==> config.mk <==
export PLATFORM = sky130hd
export DESIGN_NAME = weight_fetcher
export DESIGN_NICKNAME = d
export VERILOG_FILES = /design/src/rtl/tpu_pkg.sv /design/src/rtl/weight_fetcher.sv
export SDC_FILE = /design/constraint.sdc
export NUM_CORES = 1
export LEC_CHECK = 0
export CAP_MARGIN = 20
export CORE_ASPECT_RATIO = 0.7
export CORE_MARGIN = 5
export CORE_UTILIZATION = 45
export DETAILED_ROUTE_END_ITERATION = 12
export HOLD_SLACK_MARGIN = 0.08
export PLACE_DENSITY_LB_ADDON = 0.3
export REMOVE_ABC_BUFFERS = 1
export SLEW_MARGIN = 10
export SYNTH_ARGS = -nofsm -noshare
export SYNTH_HDL_FRONTEND = slang
export SYNTH_SLANG_ARGS = --single-unit
==> constraint.sdc <==
create_clock -name clk -period 3.2 [get_ports clk]
set_input_delay 0.64 -clock clk [delete_from_list [all_inputs] [get_ports clk]]
set_output_delay 0.64 -clock clk [all_outputs]
set_load 0.03 [all_outputs]
==> src/rtl/tpu_pkg.sv <==
// ----------------------------------------------------------------------------
// tpu_pkg
// Shared definitions for the TPU weight path.
//   - default weight-memory address width, weight width and tile stride
//   - tile-count width and type
//   - weight fetcher FSM state encoding
// ----------------------------------------------------------------------------
package tpu_pkg;

   localparam int unsigned ADDR_W_DEF = 13;
   localparam int unsigned DATA_W_DEF = 8;
   localparam int unsigned STRIDE_DEF = 4;
   localparam int unsigned TILE_CNT_W = 8;

   typedef logic [TILE_CNT_W-1:0] tile_cnt_t;

   typedef enum logic [1:0] {
      StIdle  = 2'd0,
      StFetch = 2'd1,
      StHold  = 2'd2,
      StDone  = 2'd3
   } fetch_state_e;

endpackage : tpu_pkg

==> src/rtl/weight_fetcher.sv <==
// ----------------------------------------------------------------------------
// weight_fetcher
// Walks a run of weight tiles in memory and presents each tile to the
// systolic array with a valid/ready handshake.
//
// Ports
//   clk               clock, all state on the rising edge
//   reset             asynchronous active-low reset
//   start             launch a fetch run (only looked at while idle)
//   base_addr         address of the first tile, captured on accepted start
//   num_tiles         number of tiles in the run, captured on accepted start
//   mem_addr          address to the weight memory (combinational read)
//   mem_w1..mem_w4    weights at mem_addr .. mem_addr+3
//   w_out1..w_out4    registered tile weights
//   w_valid           w_out1..4 hold a valid tile
//   w_ready           consumer takes the tile when w_valid && w_ready
//   busy              fetcher is not idle
//   done              one-cycle pulse after the final tile is taken
//   tile_idx          index of the tile currently fetched / held
// ----------------------------------------------------------------------------
module weight_fetcher
   import tpu_pkg::*;
#(
   parameter int unsigned ADDR_W = ADDR_W_DEF,
   parameter int unsigned DATA_W = DATA_W_DEF,
   parameter int unsigned STRIDE = STRIDE_DEF
) (
   input  logic                  clk,
   input  logic                  reset,
   input  logic                  start,
   input  logic [ADDR_W-1:0]     base_addr,
   input  logic [TILE_CNT_W-1:0] num_tiles,
   output logic [ADDR_W-1:0]     mem_addr,
   input  logic [DATA_W-1:0]     mem_w1,
   input  logic [DATA_W-1:0]     mem_w2,
   input  logic [DATA_W-1:0]     mem_w3,
   input  logic [DATA_W-1:0]     mem_w4,
   output logic [DATA_W-1:0]     w_out1,
   output logic [DATA_W-1:0]     w_out2,
   output logic [DATA_W-1:0]     w_out3,
   output logic [DATA_W-1:0]     w_out4,
   output logic                  w_valid,
   input  logic                  w_ready,
   output logic                  busy,
   output logic                  done,
   output logic [TILE_CNT_W-1:0] tile_idx
);

   // -------------------------------------------------------------------------
   // State
   // -------------------------------------------------------------------------
   fetch_state_e            state_q, state_d;
   logic [ADDR_W-1:0]       base_q, base_d;
   tile_cnt_t               count_q, count_d;
   tile_cnt_t               idx_q, idx_d;
   logic [3:0][DATA_W-1:0]  w_q, w_d;

   logic [ADDR_W-1:0]       tile_offset;
   logic                    last_tile;

   // Address is derived from captured base and index only, so it cannot move
   // while a tile is held and it reads 0 straight out of reset.
   assign tile_offset = ADDR_W'(idx_q) * ADDR_W'(STRIDE);
   assign mem_addr    = base_q + tile_offset;

   // Only meaningful in HOLD, where count_q is known to be non-zero.
   assign last_tile   = (idx_q == (count_q - tile_cnt_t'(1)));

   // -------------------------------------------------------------------------
   // Next-state logic
   // -------------------------------------------------------------------------
   always_comb begin
      state_d = state_q;
      base_d  = base_q;
      count_d = count_q;
      idx_d   = idx_q;
      w_d     = w_q;

      unique case (state_q)
         StIdle: begin
            if (start) begin
               base_d  = base_addr;
               count_d = num_tiles;
               idx_d   = '0;
               state_d = (num_tiles != '0) ? StFetch : StDone;
            end
         end

         StFetch: begin
            w_d     = {mem_w4, mem_w3, mem_w2, mem_w1};
            state_d = StHold;
         end

         StHold: begin
            if (w_ready) begin
               if (last_tile) begin
                  state_d = StDone;
               end else begin
                  idx_d   = idx_q + tile_cnt_t'(1);
                  state_d = StFetch;
               end
            end
         end

         StDone: begin
            // start is deliberately ignored here; a new run needs IDLE
            state_d = StIdle;
         end

         default: begin
            state_d = StIdle;
         end
      endcase
   end

   // -------------------------------------------------------------------------
   // Registers
   // -------------------------------------------------------------------------
   always_ff @(posedge clk or negedge reset) begin
      if (!reset) begin
         state_q <= StIdle;
         base_q  <= '0;
         count_q <= '0;
         idx_q   <= '0;
         w_q     <= '0;
      end else begin
         state_q <= state_d;
         base_q  <= base_d;
         count_q <= count_d;
         idx_q   <= idx_d;
         w_q     <= w_d;
      end
   end

   // -------------------------------------------------------------------------
   // Outputs, all decoded from registered state
   // -------------------------------------------------------------------------
   assign w_out1   = w_q[0];
   assign w_out2   = w_q[1];
   assign w_out3   = w_q[2];
   assign w_out4   = w_q[3];
   assign w_valid  = (state_q == StHold);
   assign busy     = (state_q != StIdle);
   assign done     = (state_q == StDone);
   assign tile_idx = idx_q;

endmodule : weight_fetcher

* Word level (Yosys, flattened, before mapping)
Index checks and enable logic that the tools add are counted.
Word-level totals: memory bits (read-only) 0, memories kept 0, logic and storage cells 34, bits in registers 63, input bits 57, latch bits 0, output and inout port bits 56, memory bits (writable) 0
Operators by class: multiplexer cells 9, shift operators 0, divide/modulo/power cells 0, multipliers 0, magnitude comparators 0, bitwise gates (word level) 0, equal/unequal tests 7, $add $sub $neg 3, reduce and logical (&&, ||, !) cells 7
Operators by type and width (number):
- $mux W8 | 3
- $pmux W8 S2 | 1
- $add A13 B10 Y13 | 1
- $add A8 B1 Y8 const B | 1
- $eq A8 B8 Y1 | 1
- $mux W2 | 4
- $pmux W2 S4 | 1
- $reduce_bool A8 Y1 | 1
- $sub A8 B1 Y8 const B | 1
- $eq A2 B2 Y1 const B | 2
- $ne A2 B2 Y1 const B | 2
- $reduce_and A2 Y1 | 2
- $reduce_and A4 Y1 | 1
- $reduce_bool A2 Y1 | 2
- $eq A2 B1 Y1 const B | 1
- $logic_not A2 Y1 | 1
- $ne A2 B1 Y1 const B | 1

* Longest topological paths before layout
depth after elaboration 5, gate-level depth with buffers 9, depth with buffers taken out 9

* Worst setup path before layout
OpenSTA, ideal clock, no wires.
path kind reg2out, from reg idx_q[0], in the netlist tile_idx[0], to out mem_addr[12], data required time 2560 ps, arrival 2688 ps, cell stages (with the launch flop) 10, slack -128 ps, path buffers 0, cell sequence dfrtp_1 -> ha_1 -> inv_1 -> fa_1 -> nor2b_1 -> o21ai_0 -> a21boi_0 -> o311ai_0 -> a211oi_1 -> xor2_1
On the way: cells in the longest elaborated chain, start to end 1
RTL lines:
- start, declared | RTL line weight_fetcher.sv:55 | tile_cnt_t idx_q, idx_d;
- start signal, assigned | RTL line weight_fetcher.sv:130 | idx_q <= idx_d;
- $add A13 B10 Y13 | RTL line weight_fetcher.sv:64 | assign mem_addr = base_q + tile_offset;
- end, declared | RTL line weight_fetcher.sv:33 | output logic [ADDR_W-1:0] mem_addr,
Every way passes these cells.

* Worst setup path after layout
Same ends and word-level chain as after synthesis.

==> out/summary.txt <==
status: complete, no violations
Final Hold Fails: 0
GRT met2 Usage: 0.3105
width of the die: 110.2 µm
Hold Path Class: in2async
DP Area: 4383 µm²
gr ovfl total: 0
max_cap viols: 0
fin area: 4593 µm²
CP endpoint kind: primary output
Synth warnings: 0
combinational share of power: 0.567
Setup CP Type: reg2out
grt peak-use layer: met2
Total Die Area: 8836 µm²
CTS Buf Count: 9
Layout area overhead: 45.16%
antenna diode count: 0
power share of the clock group: 0.132
Sink Count: 63
Max Buffers Root-to-Sink: 2
internal cell power: 2.587 mW
Residual DRC: 0
pin count of the biggest net entering global routing: 42
maximum clock frequency: 320.9 MHz
Final Routed Wirelength: 8403 µm
part of the cycle the worst path needs: 0.9739
first-pass GRT wire length: 13260 µm
library cells used by synthesis: 47
DIE HEIGHT: 80.16 µm
initial core utilization: 0.4662
share of cells above drive strength 1: 0.1835
largest area contributor in the netlist: dfrtp_1
Req. time, crit path: 2.56 ns
DR pass1 iterations: 4
Post-synth EDFFs: 0
storage element area: 1577 µm²
fin crit period: 3.116 ns
RSZ-0062 raised after global routing: yes
initial antenna violation count: 0
skew final: 0.005913 ns
Sw Share: 0.4403
Worst-path clk slew: 0.08 ns
Wirelength per Cell: 16.19 µm
most common cell in the netlist: nand2_1
Top Ports: 113
Yosys top cell area share: 0.4982
H-Tree Depth: 3
Std-Cell Rows: 25
Final #Nets: 488
HPWL after detailed placement: 6397 µm
Pwr per Cell Area: 1006 nW/µm²
fill cell count: 550
Final Setup Violations: 0
DR vias: 2594
Mapped Area: 3164 µm²
Tot Pwr: 4.622 mW
Fin Setup TNS: 0 ns
Global Route Usage Sum: 0.1970
maximum VDD drop: 0.0005406 V
Core Box Area: 6788 µm²
CTS root buf: clkbuf_8
PortBufs: 112
Arrival @ worst endpoint: 2.48 ns
Crit Path Max Fanout: 3
M1 GR Usage: 0.2584
Syn Area/Cell: 10.51 µm²
largest cells by area after synthesis: dfrtp_1 (50%), mux2_2 (12%), nand2_1 (8.3%)
vias in the first global route: 2649
Max Slew Vio Count: 0
cell count after synthesis: 301
ANT nets after route: 0
met3 GRT Util: 0.07791
relative slew slack: 0.3942
routed vias/inst: 4.998
area occupied by multi-input gates: 1526 µm²
Reg power frac: 0.301
sequential-to-total area share from yosys stat: 0.4982
FFs w/ async S/R, synth: 1.000
leakage power: 1.989 nW
Worst Tran Pin Value: 0.9087 ns
sw power: 2.035 mW
Fin Hold WS: 0.4185 ns
Setup crit start kind: flip-flop
commonest cells in the netlist: nand2_1 (70), dfrtp_1 (63), mux2_2 (33)
CTS tree: done
DR iter-0 viols: 63
Primary FF master, synth: dfrtp_1
Final GP Congestion: 0.8356
flops & latches, synth: 63
# hold bufs at CTS: 0
clk_lat worst skew: 0.34 ns
-- layer usage --
metal / vias up / wire, µm
met5: - / 0
met4: 0 / 52
met3: 6 / 719
met2: 87 / 4052
met1: 1233 / 3579
li1: 1268 / -
-- placed cells by master (no fill, tap or decap), drive strengths merged, types with 4 or more instances in the layout --
master | netlist | routed
nand2 | 70 | 70
clkbuf | 9 | 10
buf | 3 | 13
xor2 | 4 | 4
nor3 | 4 | 4
nor2 | 12 | 12
inv | 10 | 11
nand3 | 5 | 5
ha | 10 | 10
a21oi | 9 | 9
o21ai | 13 | 13
clkdlybuf4s50 | 0 | 104
dfrtp | 63 | 63
nor4 | 4 | 4
mux2 | 33 | 33
clkinvlp | 0 | 4
xnor2 | 14 | 14
-- state kept, by name, summed over array words and instances, names as in the netlist --
signal,flops
count_q,8
base_q,13
w_out2,8
w_out1,8
tile_idx,8
state_q,2
w_out3,8
w_out4,8
-- power groups by stage --
stage | combinational (mW) | sequential (mW) | clock, mW
floorplan | 1.16 | 1.84 | 0
global placement | 2.58 | 1.39 | 0
detailed placement | 2.63 | 1.41 | 0
CTS | 2.64 | 1.40 | 0.632
global route | 2.80 | 1.45 | 0.672
finish | 2.62 | 1.39 | 0.608
-- layout make-up --
cell class,count,area share
Inverter,11,0.008989
Multi-Input combinational cell,215,0.3323
Clock buffer,9,0.02697
Clock inverter,7,0.01062
Sequential cell,63,0.3432
Timing Repair Buffer,120,0.2522
Tap cell,94,0.02561
-- worst paths after layout --
kind	start	endpoint	slack, ns	cells after the start
setup / recovery	tile_idx[0]	mem_addr[12]	0.08	10
hold / removal	reset	w_out3[4]	0.42	1
setup reg to reg	count_q[0]	tile_idx[5]	0.85	8
hold reg to reg	base_q[6]	base_q[6]	0.49	2
max in group asynchronous	reset	base_q[6]	1.93	2
min in group clk	base_q[6]	base_q[6]	0.49	2
-- per-stage QoR --
stage          instances    util  worst slack (ns)
2_1_floorplan        289       -           -0.1285
4_1_cts              518  0.6730         -0.008095
5_1_grt              519  0.6767          -0.05527
6_report             519  0.6767           0.08352
3_3_place_gp         502  0.6457            0.2027
3_5_place_dp         502  0.6457           0.07717
-- critical path: stages, from the launching register on --
cell	delay [ns]
dfrtp_1	0.36
ha_2	0.19
inv_1	0.05
fa_2	0.36
nor2b_2	0.14
o21ai_2	0.07
a21boi_2	0.24
o311ai_4	0.12
a211oi_2	0.26
xor2_1	0.16
buf_4	0.18
-- logic make-up (layout without fill, tap and decap cells) --
family / after synthesis / in the layout / synth area share
AOI/OAI and AO/OA: 37 / 37 / 0.08304
xor gates and xnor gates: 18 / 18 / 0.04982
adders and majority gates: 11 / 11 / 0.04587
buffers and inverters: 23 / 147 / 0.03203
DFF: 63 / 63 / 0.4982
muxes: 35 / 35 / 0.1238
and+or+nand+nor: 114 / 114 / 0.1673
-- what timing repair did --
| action | 4_1_cts | 5_1_grt |
|---|---|---|
| pin swaps | 1 | 2 |
| endpoints found under the setup margin | 6 | 4 |
| setup buffers | 0 | 1 |
| gates resized for setup | 8 | 8 |
No activity file was read; power rests on OpenSTA's default activity.
==> variant, RTL diff (same settings) <==
Make the reset (`reset`) synchronous in one clocked block. Comments in the files are not updated.
--- a/src/rtl/weight_fetcher.sv
+++ b/src/rtl/weight_fetcher.sv
@@ -117,5 +117,5 @@
    // Registers
    // -------------------------------------------------------------------------
-   always_ff @(posedge clk or negedge reset) begin
+   always_ff @(posedge clk) begin
       if (!reset) begin
          state_q <= StIdle;
Formal check against the unedited RTL: differs if reset is asserted again (counterexample within 4 cycles, from zero or initial values and one cycle with reset low); with reset held inactive, the same outputs for 10 cycles.
==> variant against the unedited design <==
Sequential share of layout area fell by 7.2 points. Sequential cell count did not move. Worst setup slack improved by 0.025 ns. Routed wire length rose by 1.9%. Final area rose by 1.3%. Area after synthesis fell by 0.83%.
Power is not compared: it rests on default switching activity, and its combinational part moved more than twofold at a synthesized area within 25%.
==> variant: results (changes against the unedited design) <==
* CP Max Fanout at 3 (unchanged)
* Syn avg cell area at 8.11 sq um (was 10.5 sq um)
* Gpl congestion at 0.849 (was 0.836)
* DP Area at 0.00437 sq mm (was 0.00438 sq mm)
* Clk_skew at 0.00751 ns (was 0.00591 ns)
* Final wirelength at 8570 um (was 8400 um)
* Async set-reset flop share out of synthesis at 0% (was 100%)
* GR met3 Demand/Resource at 5.17% (was 7.79%)
* Seq/Total Area, Yosys at 40.2% (was 49.8%)
* Flop2flop setup slack at 0.56 ns (was 0.85 ns)
* Nets at 572 (was 488)
* Via-to-Cell Ratio at 4.96 (was 5.00)
* CTS Root Cell: clkbuf_8 (unchanged)
* Commonest cells post-synth: 115 x nand2_1, 63 x dfxtp_1, 55 x a21boi_0 (was 70 x nand2_1, 63 x dfrtp_1, 33 x mux2_2)
* Clk slew on worst S/H paths at 0.07 ns
* Placed cell count at 584 (was 502)
* Place WS at -0.0530 ns (was 0.0772 ns)
* Worst reg2reg path depth at 6 (was 8)
* Initial drt markers at 138 (was 63)
* First-pass GRT wire length at 14,200 um (was 13,300 um)
* Number of global-route vias before repair at 2,941 (was 2,649)
* Leak at 1.80 nW
* Max reg flops at 13 (unchanged)
* Worst hold-check path type: register to register (was input pin to asynchronous set/reset pin)
* Initial DRT Pass Iterations at 4 (unchanged)
* Synth cell types at 44 (was 47)
* Area contributors post-synth: dfxtp_1 40%, nand2_1 14%, a21boi_0 13%, ha_1 4.0%, xnor2_1 2.8% (was dfrtp_1 50%, mux2_2 12%, nand2_1 8.3%, ha_1 4.0%, xnor2_1 3.9%)
* Met1 Resource Use GR at 25.7% (was 25.8%)
* Clock buffer count from CTS at 9 (unchanged)
* CP arrival at 2.45 ns (was 2.48 ns)
* Hold Slack at 0.464 ns (was 0.419 ns)
* Total GRT Usage at 20.4% (was 19.7%)
* Power Clock at 0.668 mW
* Antenna violations before repair at 0 (unchanged)
* Biggest register: base_q (unchanged)
* Worst Hold End: w_out3[6]
* Worst hold path startpoint: w_out3[6]
* Fillers at 561 (was 550)
* Max stage delay cell, worst path: dfxtp_2 (was dfrtp_1)
* Post-synthesis adder-cell area fraction at 4.63% (was 4.59%)
* Clock latency on the worst-skew pair at 0.34 ns (about the same)
* Multiplexer area fraction after synthesis at 1.28% (was 12.4%)
* Synth Flop Type: dfxtp_1 (was dfrtp_1)
* Clock buffer depth at 2 (unchanged)
* Switching Share at 28.6%
* Compound-Gate Fraction of Synth Area at 20.5% (was 8.30%)
* Worst slew pin tran at 0.555 ns (was 0.909 ns)
* Grt ovf at 0 (unchanged)
* Status: complete, no violations (unchanged)
* Xor and xnor fraction of the mapped netlist area at 4.47% (was 4.98%)
* Post-DP HPWL at 6100 um (was 6400 um)
* Grt met2 use at 33.5% (was 31.1%)
* Layout cells sized above 1 at 11.4% (was 18.4%)
* Critical register-to-register path startpoint: count_q[0] (unchanged)
* Largest net degree at the start of global routing at 36 (was 42)
* Worst r2r dst: tile_idx[1] (was tile_idx[5])
* # diodes at 0 (unchanged)
* Post-DR wirelength/cell at 14.2 um (was 16.2 um)
-- variant: changes by cell type in the layout (fill, tap and decap cells not counted), moves of 5 or more --
cell      change
a21boi_0     +53
nor2_1        +7
nand3_1       +6
mux2_2       -33
a21oi_1       -5
dfrtp_1      -63
dfxtp_1      +61
o21ai_0       -6
buf_4         +5
nand2_1      +45
-- variant: final cells by class --
| class | count | area, sq um | share of cell area [%] |
|---|---|---|---|
| flip-flops and latches | 63 | 1260 | 27.2 |
| inverters | 9 | 33.8 | 0.726 |
| repair buffers | 127 | 1230 | 26.4 |
| clock buffers | 11 | 131 | 2.82 |
| well taps | 94 | 118 | 2.53 |
| clock inverters | 5 | 58.8 | 1.26 |
| multi-input cells | 294 | 1820 | 39.1 |
-- variant: routing by layer --
metal / up-vias / wire (um)
met5: - / 0
met4: 0 / 139
met3: 11 / 556
met2: 85 / 4140
met1: 1362 / 3730
li1: 1531 / -
-- variant: what timing repair did --
item	4_1_cts	5_1_grt
endpoints found under the setup margin	5	6
gates resized for setup	12	12
endpoints found under the hold margin	0	0
pin swaps	2	5
buffers inserted	2	2
-- variant: how the worst max path moves through the flow --
stage / startpoint / endpoint / slack (ns) / cells after the start
floorplan: tile_idx[0] / mem_addr[12] / -0.11 / 9
global placement: tile_idx[0] / mem_addr[8] / 0.11 / 9
detailed placement: tile_idx[0] / mem_addr[8] / -0.05 / 9
CTS: base_q[2] / mem_addr[12] / 0.005 / 11
global route: base_q[2] / mem_addr[6] / -0.02 / 10
finish: base_q[2] / mem_addr[8] / 0.11 / 10
-- variant: worst register-to-register path, stage by stage (launching register included) --
cell,delay [ns]
dfxtp_1,0.36
or4_4,0.56
or4b_1,0.49
a211o_1,0.32
or4_4,0.53
nand2_4,0.12
mux2i_1,0.18
